### src/rtl/lr_pkg.sv
// Shared types and constants for the leaky-ReLU backward column slice.
// Q8.8 signed fixed point: 8 integer bits (including sign), 8 fraction bits.
package lr_pkg;

  typedef logic signed [15:0] q8_8_t;

  localparam q8_8_t Q8_8_ONE               = 16'sh0100;
  localparam int    LR_CACHE_DEPTH_DEFAULT = 16;

endpackage

### src/rtl/fxp_mul.sv
// Q8.8 x Q8.8 -> Q8.8 signed multiplier, combinational.
// The full product is shifted right arithmetically by the fraction width,
// which truncates toward minus infinity, then saturated to the Q8.8 range.
module fxp_mul
  import lr_pkg::*;
(
  input  q8_8_t a,
  input  q8_8_t b,
  output q8_8_t p
);

  localparam int FRAC_BITS = $clog2(Q8_8_ONE);

  logic signed [31:0] prod;
  logic signed [31:0] shr;

  // Full-width product, rescale, then clamp to the representable range.
  always_comb begin
    prod = 32'(a) * 32'(b);
    shr  = prod >>> FRAC_BITS;
    if (shr > 32'sd32767) begin
      p = 16'sh7FFF;
    end else if (shr < -32'sd32768) begin
      p = 16'sh8000;
    end else begin
      p = shr[15:0];
    end
  end

endmodule

### src/rtl/lr_h_cache.sv
// In-order cache of forward-pass pre-activations (H), one per column.
// Push when not full or when a pop frees a slot in the same cycle; pop when
// not empty (no bypass of a same-cycle push). Flush wins over push and pop.
// Count, full and empty are registered and describe the post-edge state.
module lr_h_cache
  import lr_pkg::*;
#(
  parameter int DEPTH = LR_CACHE_DEPTH_DEFAULT
) (
  input  logic                   clk,
  input  logic                   rst,
  input  logic                   push_req,
  input  q8_8_t                  push_data,
  input  logic                   pop_req,
  input  logic                   flush,
  output q8_8_t                  head_data,
  output logic                   pop_ok,
  output logic                   overflow_evt,
  output logic                   underflow_evt,
  output logic [$clog2(DEPTH):0] count,
  output logic                   full,
  output logic                   empty
);

  localparam int AW = $clog2(DEPTH);
  localparam int CW = AW + 1;

  q8_8_t           mem [DEPTH];
  logic [AW-1:0]   wr_ptr;
  logic [AW-1:0]   rd_ptr;
  logic [CW-1:0]   count_next;
  logic            push_ok;

  // A flushed cycle neither moves data nor counts as an overflow/underflow.
  assign pop_ok        = pop_req && !empty && !flush;
  assign push_ok       = push_req && (!full || pop_ok) && !flush;
  assign overflow_evt  = push_req && full && !pop_ok && !flush;
  assign underflow_evt = pop_req && empty && !flush;
  assign head_data     = mem[rd_ptr];

  // Occupancy after this edge, used for the registered status flags.
  // NOTE: every always_comb output gets a default first so no latch is inferred.
  always_comb begin
    count_next = count;
    case ({push_ok, pop_ok})
      2'b10:   count_next = count + 1'b1;
      2'b01:   count_next = count - 1'b1;
      default: count_next = count;
    endcase
  end

  // Storage write port.
  // NOTE: the array is deliberately not reset; pointers and count define validity.
  always_ff @(posedge clk) begin
    if (push_ok) begin
      mem[wr_ptr] <= push_data;
    end
  end

  // Pointers, occupancy and status flags; pointers wrap modulo DEPTH.
  // NOTE: sequential state uses non-blocking assignments only.
  always_ff @(posedge clk or posedge rst) begin
    if (rst) begin
      wr_ptr <= '0;
      rd_ptr <= '0;
      count  <= '0;
      full   <= 1'b0;
      empty  <= 1'b1;
    end else if (flush) begin
      wr_ptr <= '0;
      rd_ptr <= '0;
      count  <= '0;
      full   <= 1'b0;
      empty  <= 1'b1;
    end else begin
      if (push_ok) wr_ptr <= wr_ptr + 1'b1;
      if (pop_ok)  rd_ptr <= rd_ptr + 1'b1;
      count <= count_next;
      full  <= (count_next == CW'(DEPTH));
      empty <= (count_next == '0);
    end
  end

endmodule

### src/rtl/leaky_relu_bwd_child.sv
// Leaky-ReLU backward stage for one systolic-array column.
// Caches H during the forward phase; each incoming gradient pops the oldest H
// and yields dL/dH = grad (H >= 0) or fxp_mul(grad, leak) (H < 0), one cycle later.
// Optional macro LRB_STICKY_ERR_EN: error outputs become sticky flags cleared by
// err_clear_in (set wins); otherwise they are one-cycle pulses.
module leaky_relu_bwd_child
  import lr_pkg::*;
#(
  parameter int DEPTH = LR_CACHE_DEPTH_DEFAULT
) (
  input  logic                   clk,
  input  logic                   rst,
  input  logic                   h_valid_in,
  input  q8_8_t                  h_data_in,
  input  logic                   grad_valid_in,
  input  q8_8_t                  grad_data_in,
  input  q8_8_t                  leak_factor_in,
  input  logic                   flush_in,
  input  logic                   err_clear_in,
  output q8_8_t                  grad_data_out,
  output logic                   grad_valid_out,
  output logic [$clog2(DEPTH):0] cache_count_out,
  output logic                   cache_full_out,
  output logic                   cache_empty_out,
  output logic                   err_overflow_out,
  output logic                   err_underflow_out
);

  q8_8_t head_h;
  q8_8_t scaled_grad;
  logic  pop_ok;
  logic  overflow_evt;
  logic  underflow_evt;

  lr_h_cache #(.DEPTH(DEPTH)) u_cache (
    .clk           (clk),
    .rst           (rst),
    .push_req      (h_valid_in),
    .push_data     (h_data_in),
    .pop_req       (grad_valid_in),
    .flush         (flush_in),
    .head_data     (head_h),
    .pop_ok        (pop_ok),
    .overflow_evt  (overflow_evt),
    .underflow_evt (underflow_evt),
    .count         (cache_count_out),
    .full          (cache_full_out),
    .empty         (cache_empty_out)
  );

  fxp_mul u_mul (
    .a (grad_data_in),
    .b (leak_factor_in),
    .p (scaled_grad)
  );

  // Registered gradient output: sign of the popped H selects pass-through or leak.
  always_ff @(posedge clk or posedge rst) begin
    if (rst) begin
      grad_valid_out <= 1'b0;
      grad_data_out  <= '0;
    end else if (pop_ok) begin
      grad_valid_out <= 1'b1;
      grad_data_out  <= head_h[15] ? scaled_grad : grad_data_in;
    end else begin
      grad_valid_out <= 1'b0;
      grad_data_out  <= '0;
    end
  end

`ifdef LRB_STICKY_ERR_EN
  // Sticky error flags: a new event in the clearing cycle keeps the flag set.
  always_ff @(posedge clk or posedge rst) begin
    if (rst) begin
      err_overflow_out  <= 1'b0;
      err_underflow_out <= 1'b0;
    end else begin
      if (overflow_evt)      err_overflow_out  <= 1'b1;
      else if (err_clear_in) err_overflow_out  <= 1'b0;
      if (underflow_evt)     err_underflow_out <= 1'b1;
      else if (err_clear_in) err_underflow_out <= 1'b0;
    end
  end
`else
  // Error outputs are single-cycle pulses following each event.
  always_ff @(posedge clk or posedge rst) begin
    if (rst) begin
      err_overflow_out  <= 1'b0;
      err_underflow_out <= 1'b0;
    end else begin
      err_overflow_out  <= overflow_evt;
      err_underflow_out <= underflow_evt;
    end
  end

  logic unused_err_clear;
  assign unused_err_clear = err_clear_in;
`endif

endmodule
### config.mk
export PLATFORM = sky130hd
export DESIGN_NAME = leaky_relu_bwd_child
export DESIGN_NICKNAME = d
export VERILOG_FILES = /design/src/rtl/lr_pkg.sv /design/src/rtl/fxp_mul.sv /design/src/rtl/lr_h_cache.sv /design/src/rtl/leaky_relu_bwd_child.sv
export SDC_FILE = /design/constraint.sdc
export NUM_CORES = 1
export LEC_CHECK = 0
export ABC_AREA = 0
export CORE_MARGIN = 10
export CORE_UTILIZATION = 45
export DETAILED_ROUTE_END_ITERATION = 10
export PLACE_DENSITY = 0.62
export SLEW_MARGIN = 15
export SYNTH_ARGS = -nofsm -noshare
export SYNTH_HDL_FRONTEND = slang
export SYNTH_HIERARCHICAL = 1
export SYNTH_SLANG_ARGS = --single-unit
### constraint.sdc
create_clock -name clk -period 6 [get_ports clk]
set_input_delay 1.8 -clock clk [delete_from_list [all_inputs] [get_ports clk]]
set_output_delay 1.8 -clock clk [all_outputs]
set_load 0.02 [all_outputs]
==> results.md, run 1 <==
* Global route overflow at 0
* Worst path buffer plus inverter count at 8
* Area grow syn2layout at 26.9%
* Die H at ~190 µm
* Crit path top cell by count: fa_1
* Crit-path slowest cell: fa_1
* Gr usage total at 0.194
* Max Fclk at between 0.1 and 0.15 GHz
* Syn Nets at 1756
* CTS Buf Count at 5
* Total clock sinks at 50
* H-tree depth at 2
* Max Fanout on Critical Path at 8
* Multi-input logic area at roughly 10000 µm²
* Top delay family on crit path: adder cells
* DRT antenna net count at 0
* Post-Route WL at ~33 mm
* Average size of a mapped cell at between 9 and 10 µm²
* Drc violations at 0
* Initial DRC Count at between 300 and 400
* Synth Instances at approximately 1400
* Slew HR at 0.464
* Initial Utilization at 0.458
* Status: finished, violations left
* Die ar. at ~35000 µm²
* Post-DR wirelength/cell at 16.5 µm
* CP Capture Type: register
* CTS tree: built
* DP HPWL at 26.8 mm
* Register Area at 1330 µm²
* CP Class: in -> reg
* RD Place Congestion at 0.848
* Final worst slack at -2.07 ns
* Post-synthesis instance area at 12800 µm²
* Die Wd at ~190 µm
* Core region area at between 20000 and 30000 µm²
* Worst EP required at approximately 6.2 ns
* Initial antenna violation count at 1
* Non-Filler Instances at about 2000
* Layout Nets at between 1500 and 2000
* Least-Margin Pin Slew at approximately 0.8 ns
* Critical Path AT at 8.24 ns
* Largest net degree at the start of global routing at 20
* Fin crit share at 1.34
* Via density at just under 5
* Startpoint types: input port
* Final Max Slew Viols at 0
* Row count at ~60
* CTS root buffer: clkbuf_16
* Max Cap Viol at 0
* Port Buffers at between 60 and 70
* Clock buffer depth at 2
* TritonRoute pass-1 iters at 4
* Ratio of cells with drive above 1 in the final layout at 0.254
* Final Hold Viols at 0
* First-pass GRT wire length at about 57 mm
* Via Count at between 9000 and 10000
* CTS clock-pin slew for the worst setup and hold paths at roughly 0.060 ns
* Skew final at slightly above 0.006 ns
* RSZ-0062 raised after global routing: yes
* Fill cells at 2475
* Failing checks: setup timing
* Placed cells at about 1900
* Ports at 80
* Skew-Pair Late Insertion Delay at between 0.2 and 0.3 ns
* Finish-stage setup viols at 16
* Worst min path class: reg -> reg
* Final min period at 8.07 ns
* CP peak stage delay at ~0.54 ns
* Number of global-route vias before repair at ~11000
* YS warnings at 6
==> final timing paths <==
kind                            startpoint                 to  slack [ns]  cells after the start
hold reg to reg              u_cache/empty  err_underflow_out        0.52                      2
min in group asynchronous              rst  u_cache/rd_ptr[3]        1.90                      2
setup / recovery           grad_data_in[5]   grad_data_out[3]       -2.07                     27
setup reg to reg             u_cache/empty       u_cache/full        2.95                     12
max in group asynchronous              rst   grad_data_out[3]        3.51                      2
hold / removal               u_cache/empty  err_underflow_out        0.52                      2
==> layout make-up <==
| cell class | instances | share of cell area |
|---|---|---|
| sequential | 50 | 0.0824 |
| clock buffer | 6 | 0.00797 |
| inverter | 308 | 0.0716 |
| antenna | 1 | 0.000155 |
| multi-input combinational | 936 | 0.642 |
| clock inverter | 2 | 0.00232 |
| timing repair buffer | 295 | 0.165 |
| tap | 378 | 0.0292 |
==> cell usage in the layout, fill, tap and decap left out, types with 30 or more instances in the layout <==
master and instances:
inv_1 286, fa_1 248, buf_4 190, nand2_1 133, and2_1 98, ha_1 73, nor2_1 53, dfrtp_1 33
clkdlybuf4s50_1 32, buf_6 31, a21oi_1 30
==> repair_timing <==
| action | CTS | global route |
|---|---|---|
| pin swaps | 63 | 30 |
| gates cloned | 8 | 0 |
| setup endpoints to repair | 16 | 16 |
| endpoints found under the hold margin | 0 | 0 |
| resized for setup | 189 | 51 |
| setup buffers | 42 | 9 |
| hold buffers | 0 | 0 |
==> through the flow <==
stage	TNS [ns]	area (µm²)	hold slack, ns	worst slack, ns	utilization
2_1_floorplan	-26.25	13100	0.524	-1.71	-
3_3_place_gp	-41.80	15200	0.497	-2.67	0.546
3_5_place_dp	-42.36	15200	0.505	-2.71	0.546
4_1_cts	-30.37	16100	0.516	-1.95	0.577
5_1_grt	-35.08	16200	0.538	-2.29	0.581
6_report	-31.74	16200	0.516	-2.07	0.581
==> per-layer routing <==
metal,part of all wire,global-route usage
met3,0.043,0.0282
met2,0.50,0.332
met5,0,0
met4,0.030,0.0540
met1,0.43,0.252
==> state kept, by name, summed over array words and instances, names as in the netlist <==
signal / count
u_cache/full: 1
err_overflow_out: 1
grad_valid_out: 1
u_cache/rd_ptr: 4
grad_data_out: 16
u_cache/wr_ptr: 4
u_cache/count: 5
u_cache/mem: 16
u_cache/empty: 1
err_underflow_out: 1
==> tightest hold or removal path, cell delays in order, from the launching register on <==
cell	delay, ns
dfstp_2	0.39
nand2_1	0.06
nor2_1	0.04
Power of run 1 is left out: the tool's default activity adds up to more than one toggle a clock period on the data nets, which glitch-free logic cannot reach.
==> inputs of run 2 (changes only) <==
Settings changed: CORE_UTILIZATION 45 to 40, CTS_BUF_LIST set to sky130_fd_sc_hd__clkbuf_16, CTS_CLUSTER_SIZE set to 25, PLACE_DENSITY 0.62 to 0.56.
==> run 2 against run 1 <==
Cell count rose by 2.0%. The flow still finishes with violations (setup timing). Flip-flop and latch count did not move. Fmax rose by 0.40%. Largest cell class unchanged. First-iteration DRC count rose by 31%. Count of clock-buffer cells in the layout fell by 1. Non-clock buffer count rose by 17.
==> results.md, run 2 (synthesis gave the netlist of run 1 again) <==
* Final Max Slew Viols at 0 (unchanged)
* Max Fclk at 0.124 GHz (+0.40%)
* CTS Buf Count at 5 (unchanged)
* CP Class: in -> reg
* Initial antenna violation count at 0 (-1)
* Number of global-route vias before repair at 10774 (-1.9%)
* Final min period at 8.04 ns (-0.0319 ns)
* Skew-Pair Late Insertion Delay at 0.28 ns (about the same)
* Failing checks: setup timing
* Finish-stage setup viols at 16 (unchanged)
* Die ar. at 39400 µm² (+11%)
* Critical Path AT at 8.25 ns (about the same)
* Fin crit share at 1.34 (-0.00531)
* Skew final at 0.00634 ns (+0.000167 ns)
* Area grow syn2layout at 29.6%
* Largest net degree at the start of global routing at 21 (+5.0%)
* Die Wd at 199 µm (+5.4%)
* Worst EP required at 6.22 ns (+0.05 ns)
* Biggest regs: grad_data_out (16), u_cache/mem (16), u_cache/count (5)
* Via density at 4.81 (-1.6%)
* FF-to-FF End: u_cache/full
* TritonRoute pass-1 iters at 5 (+1)
* Post-Route WL at 33.4 mm (+2.2%)
* Row count at 65 (+6.6%)
* Post-DR wirelength/cell at 16.6 µm (+0.21%)
* Slew HR at 0.460 (-0.00368)
* Final Hold Viols at 0 (unchanged)
* Ratio of cells with drive above 1 in the final layout at 0.271 (+0.0172)
* Flop2flop setup slack at 3.26 ns (+0.31 ns)
* DRT antenna net count at 0 (unchanged)
* Commonest non-fill, non-tap cell in the layout: inv_1
* Layout Nets at 2015 (+0.85%)
* R2R cell count at 13 (+1)
* CTS tree: built
* Status: finished, violations left
* Critical Path Sink: grad_data_out[7]
* Total clock sinks at 50 (unchanged)
* Initial DRC Count at 419 (+31%)
* H-tree depth at 2 (unchanged)
* Max Cap Viol at 0 (unchanged)
* RD Place Congestion at 0.853 (+0.51%)
* CTS root buffer: clkbuf_16
* Via Count at 9702 (+0.41%)
* RSZ-0062 raised after global routing: yes
* Gr usage total at 0.179 (-0.0151)
* Global route overflow at 0 (unchanged)
* Initial Utilization at 0.405 (-0.0526)
* Ports at 80 (unchanged)
* Final worst slack at -2.04 ns (+0.0319 ns)
* Drc violations at 0 (unchanged)
* Min Hold Slack at 0.509 ns (-0.00680 ns)
* CTS clock-pin slew for the worst setup and hold paths at 0.07 ns (about the same)
* Worst min path class: reg -> reg
* First-pass GRT wire length at 56.4 mm (-0.12%)
* CP Capture Type: register
* Core region area at 31500 µm² (+13%)
* Die H at 199 µm (+5.4%)
* Clock buffer depth at 2 (unchanged)
* Least-Margin Pin Slew at 0.809 ns (+0.00551 ns)
* Startpoint types: input port
* R2r startpoint: u_cache/empty
* ANT cells at 0 (-1)
* Crit. Startpoint: grad_data_in[14]
* Commonest cells after routing, fill and taps aside: 284 x inv_1, 241 x fa_1, 199 x buf_4, 135 x nand2_1, 95 x and2_1
* DP HPWL at 27.0 mm (+0.63%)
* Port Buffers at 63 (unchanged)
* Max Fanout on Critical Path at 7 (-1)
[run 2: final cells by class]
| class | instances | area, µm² |
|---|---|---|
| clock buffer | 5 | 125 |
| clock inverter | 3 | 41.3 |
| fill | 2893 | 15000 |
| inverter | 308 | 1160 |
| multi-input combinational | 936 | 10500 |
| sequential | 50 | 1330 |
| tap | 402 | 503 |
| timing repair buffer | 312 | 2890 |
[run 2: stage by stage]
stage,utilization,TNS (ns),worst slack [ns],area [µm²],cells
after detailed placement,0.485,-43.65,-2.80,15300,1933
after global routing,0.525,-35.74,-2.27,16500,2016
after CTS,0.515,-31.94,-2.03,16200,2005
after floorplan,-,-26.25,-1.71,13100,1354
final,0.525,-31.83,-2.04,16500,2016
after global placement,0.485,-42.80,-2.73,15300,1933
[run 2: worst min-delay path by stage]
stage | slack [ns] | from | depth (start not counted) | endpoint
6_report | 0.51 | u_cache/empty | 2 | err_underflow_out
5_1_grt | 0.53 | u_cache/empty | 2 | err_underflow_out
4_1_cts | 0.51 | u_cache/empty | 2 | err_underflow_out
2_1_floorplan | 0.52 | u_cache/empty | 2 | err_underflow_out
3_5_place_dp | 0.51 | u_cache/empty | 2 | err_underflow_out
3_3_place_gp | 0.50 | u_cache/empty | 2 | err_underflow_out
[run 2: what timing repair did]
action,4_1_cts,5_1_grt
gates resized for setup,191,80
buffers inserted,58,12
gates cloned,6,2
setup endpoints to repair,16,16
hold buffers,0,0
pin swaps,77,77
[run 2: metal layers]
metal | vias to the layer above | routed length (µm) | part of all wire | global-route usage
met3 | 34 | 1150 | 0.035 | 0.0208
met2 | 133 | 17200 | 0.52 | 0.322
met4 | 0 | 756 | 0.023 | 0.0356
met1 | 4952 | 14300 | 0.43 | 0.227
li1 | 4583 | - | - | -
met5 | - | 0 | 0 | 0
[run 2: worst max-delay path, stage by stage]
cell and delay (ns):
clkdlybuf4s15_1 0.17, buf_6 0.13, and2_4 0.15, fa_1 0.48, inv_2 0.04, fa_1 0.49, fa_2 0.55, inv_2 0.04
fa_2 0.48, fa_1 0.49, inv_1 0.06, fa_1 0.55, inv_2 0.05, ha_4 0.23, buf_4 0.13, buf_4 0.14
a21oi_4 0.13, o21ai_2 0.08, a21oi_2 0.22, o22ai_4 0.13, nor4_4 0.29, o211ai_1 0.11, or4b_4 0.55, o21ai_4 0.24
clkbuf_16 0.19, a21o_1 0.11, mux2i_1 0.06, nor2b_1 0.13
Power of run 2 is left out for the same reason.
==> inputs of run 3 (changes only) <==
Settings changed: ABC_CLOCK_PERIOD_IN_PS set to 6000, CORE_UTILIZATION 40 to 45, PLACE_DENSITY 0.56 to 0.62.
==> run 3 against run 2 <==
First-iteration DRC count is 23% lower. Core utilization increased by 5.6 points. Routed wire length decreased by 2.2%. Fmax is 0.40% lower. The run still ends with setup timing left. Critical path depth shrank 1. Sequential share of layout area grew 0.17 points. Cell count decreased by 2.0%. Non-clock buffer count decreased by 17. Flip-flop and latch count unchanged.
==> results.md, run 3 (synthesis gave the netlist of run 1 again) <==
* Via Count at 9662 (-0.41%)
* Initial Utilization at 0.458 (+0.0526)
* Worst min path class: reg -> reg
* Drc violations at 0 (unchanged)
* Placed cell areas at 15200 µm² (-0.29%)
* Commonest cells after routing, fill and taps aside: 287 x inv_1, 248 x fa_1, 190 x buf_4, 133 x nand2_1, 98 x and2_1
* Initial DRC Count at 321 (-23%)
* Hold Crit Start: u_cache/empty
* DP HPWL at 26.8 mm (-0.63%)
* First-pass GRT wire length at 56.5 mm (+0.12%)
* Final Hold Viols at 0 (unchanged)
* Final worst slack at -2.07 ns (-0.0319 ns)
* R2R cell count at 12 (-1)
* Layout Nets at 1998 (-0.84%)
* Port Buffers at 63 (unchanged)
* CTS tree: built
* Core region area at 27900 µm² (-11%)
* Failing checks: setup timing
* Biggest regs: grad_data_out (16), u_cache/mem (16), u_cache/count (5)
* Finished Cell Area at 16200 µm² (-2.1%)
* Hold Path Stages at 2 (unchanged)
* DRT antenna net count at 0 (unchanged)
* Global route overflow at 0 (unchanged)
* RD Place Congestion at 0.848 (-0.50%)
* Final min period at 8.07 ns (+0.0319 ns)
* H-tree depth at 2 (unchanged)
* Final core occ at 0.581 (+0.0557)
* Hold Buf Count CTS at 0 (unchanged)
* Die Wd at 188 µm (-5.1%)
* Total clock sinks at 50 (unchanged)
* Startpoint types: input port
* CP Class: in -> reg
* Die ar. at 35500 µm² (-10%)
* Via density at 4.89 (+1.6%)
* Area grow syn2layout at 26.9%
* Largest net degree at the start of global routing at 20 (-4.8%)
* Finish-stage setup viols at 16 (unchanged)
* R2r startpoint: u_cache/empty
* Max Fanout on Critical Path at 8 (+1)
* Slew HR at 0.464 (+0.00387)
* Commonest non-fill, non-tap cell in the layout: inv_1
* Row count at 61 (-6.2%)
* CTS root buffer: clkbuf_16
* Skew final at 0.00698 ns (+0.000636 ns)
* Status: finished, violations left
* CTS Buf Count at 5 (unchanged)
* Clock buffer depth at 2 (unchanged)
* RSZ-0062 raised after global routing: yes
* TritonRoute pass-1 iters at 4 (-1)
* Fin crit share at 1.34 (+0.00532)
* CP Capture Type: register
* Skew-Pair Late Insertion Delay at 0.29 ns (about the same)
* Max Fclk at 0.124 GHz (-0.40%)
* Max Cap Viol at 0 (unchanged)
* Least-Margin Pin Slew at 0.803 ns (-0.00580 ns)
* Final Max Slew Viols at 0 (unchanged)
* Initial antenna violation count at 1 (+1)
* Critical Path AT at 8.24 ns (about the same)
* Post-DR wirelength/cell at 16.5 µm (-0.20%)
* Number of global-route vias before repair at 10978 (+1.9%)
* Ports at 80 (unchanged)
* Die H at 188 µm (-5.1%)
* Flop2flop setup slack at 2.95 ns (-0.31 ns)
* Worst EP required at 6.17 ns (-0.05 ns)
* Ratio of cells with drive above 1 in the final layout at 0.254 (-0.0172)
* FF-to-FF End: u_cache/full
* CTS clock-pin slew for the worst setup and hold paths at 0.06 ns (about the same)
* Post-Route WL at 32.6 mm (-2.2%)
* End of the worst hold path: err_underflow_out
* Gr usage total at 0.194 (+0.0151)
run 3: layout make-up:
class / instances / area [µm²]
repair buffers: 295 / 2670
clock inverters: 3 / 41.3
clock buffers: 5 / 125
multi-input cells: 936 / 10400
diodes: 1 / 2.50
flip-flops and latches: 50 / 1330
inverters: 308 / 1160
fillers: 2475 / 11700
well taps: 378 / 473
run 3: metrics by stage:
| stage | instances | setup TNS, ns | hold WS (ns) | worst slack (ns) |
|---|---|---|---|---|
| final | 1976 | -31.73 | 0.516 | -2.07 |
| after global routing | 1975 | -35.07 | 0.538 | -2.29 |
| after CTS | 1970 | -30.37 | 0.516 | -1.95 |
| after detailed placement | 1912 | -42.36 | 0.505 | -2.71 |
| after global placement | 1912 | -41.80 | 0.497 | -2.67 |
| after floorplan | 1354 | -26.25 | 0.524 | -1.71 |
run 3: layer usage:
layer / share of wire / GRT usage / wire length, µm / vias up
met4: 0.030 / 0.0540 / 994 / 0
met2: 0.50 / 0.332 / 16300 / 172
met1: 0.43 / 0.252 / 14000 / 4881
li1: - / - / - / 4558
met3: 0.043 / 0.0282 / 1390 / 51
met5: 0 / 0 / 0 / -
run 3: worst max-delay path, cell delays in order:
cell and delay (ns):
buf_8 0.11, buf_6 0.12, buf_4 0.14, buf_4 0.13, and2_4 0.15, fa_1 0.52, fa_1 0.43, fa_1 0.51
fa_1 0.44, fa_1 0.50, inv_1 0.05, fa_1 0.54, inv_2 0.06, ha_4 0.26, nand4_1 0.21, buf_4 0.21
nor2_1 0.13, a211oi_2 0.08, and4b_1 0.22, o21ba_4 0.22, o21a_1 0.20, o32ai_4 0.38, buf_6 0.16, a41oi_4 0.19
a21o_2 0.25, mux2i_1 0.14, nor2b_1 0.06
run 3: timing repair:
action,in CTS,in global routing
cloned,8,0
setup buffers,42,9
resized for setup,189,51
pin swaps,63,30
endpoints found under the setup margin,16,16
run 3: worst max path at each step:
| stage | start | to | slack, ns | cells past startpoint |
|---|---|---|---|---|
| 2_1_floorplan | grad_data_in[13] | grad_data_out[4] | -1.71 | 25 |
| 3_5_place_dp | grad_data_in[15] | grad_data_out[3] | -2.71 | 24 |
| 6_report | grad_data_in[5] | grad_data_out[3] | -2.07 | 27 |
| 5_1_grt | grad_data_in[5] | grad_data_out[0] | -2.29 | 26 |
| 4_1_cts | grad_data_in[14] | grad_data_out[3] | -1.95 | 26 |
| 3_3_place_gp | grad_data_in[15] | grad_data_out[2] | -2.67 | 24 |
Power of run 3 is left out for the same reason.
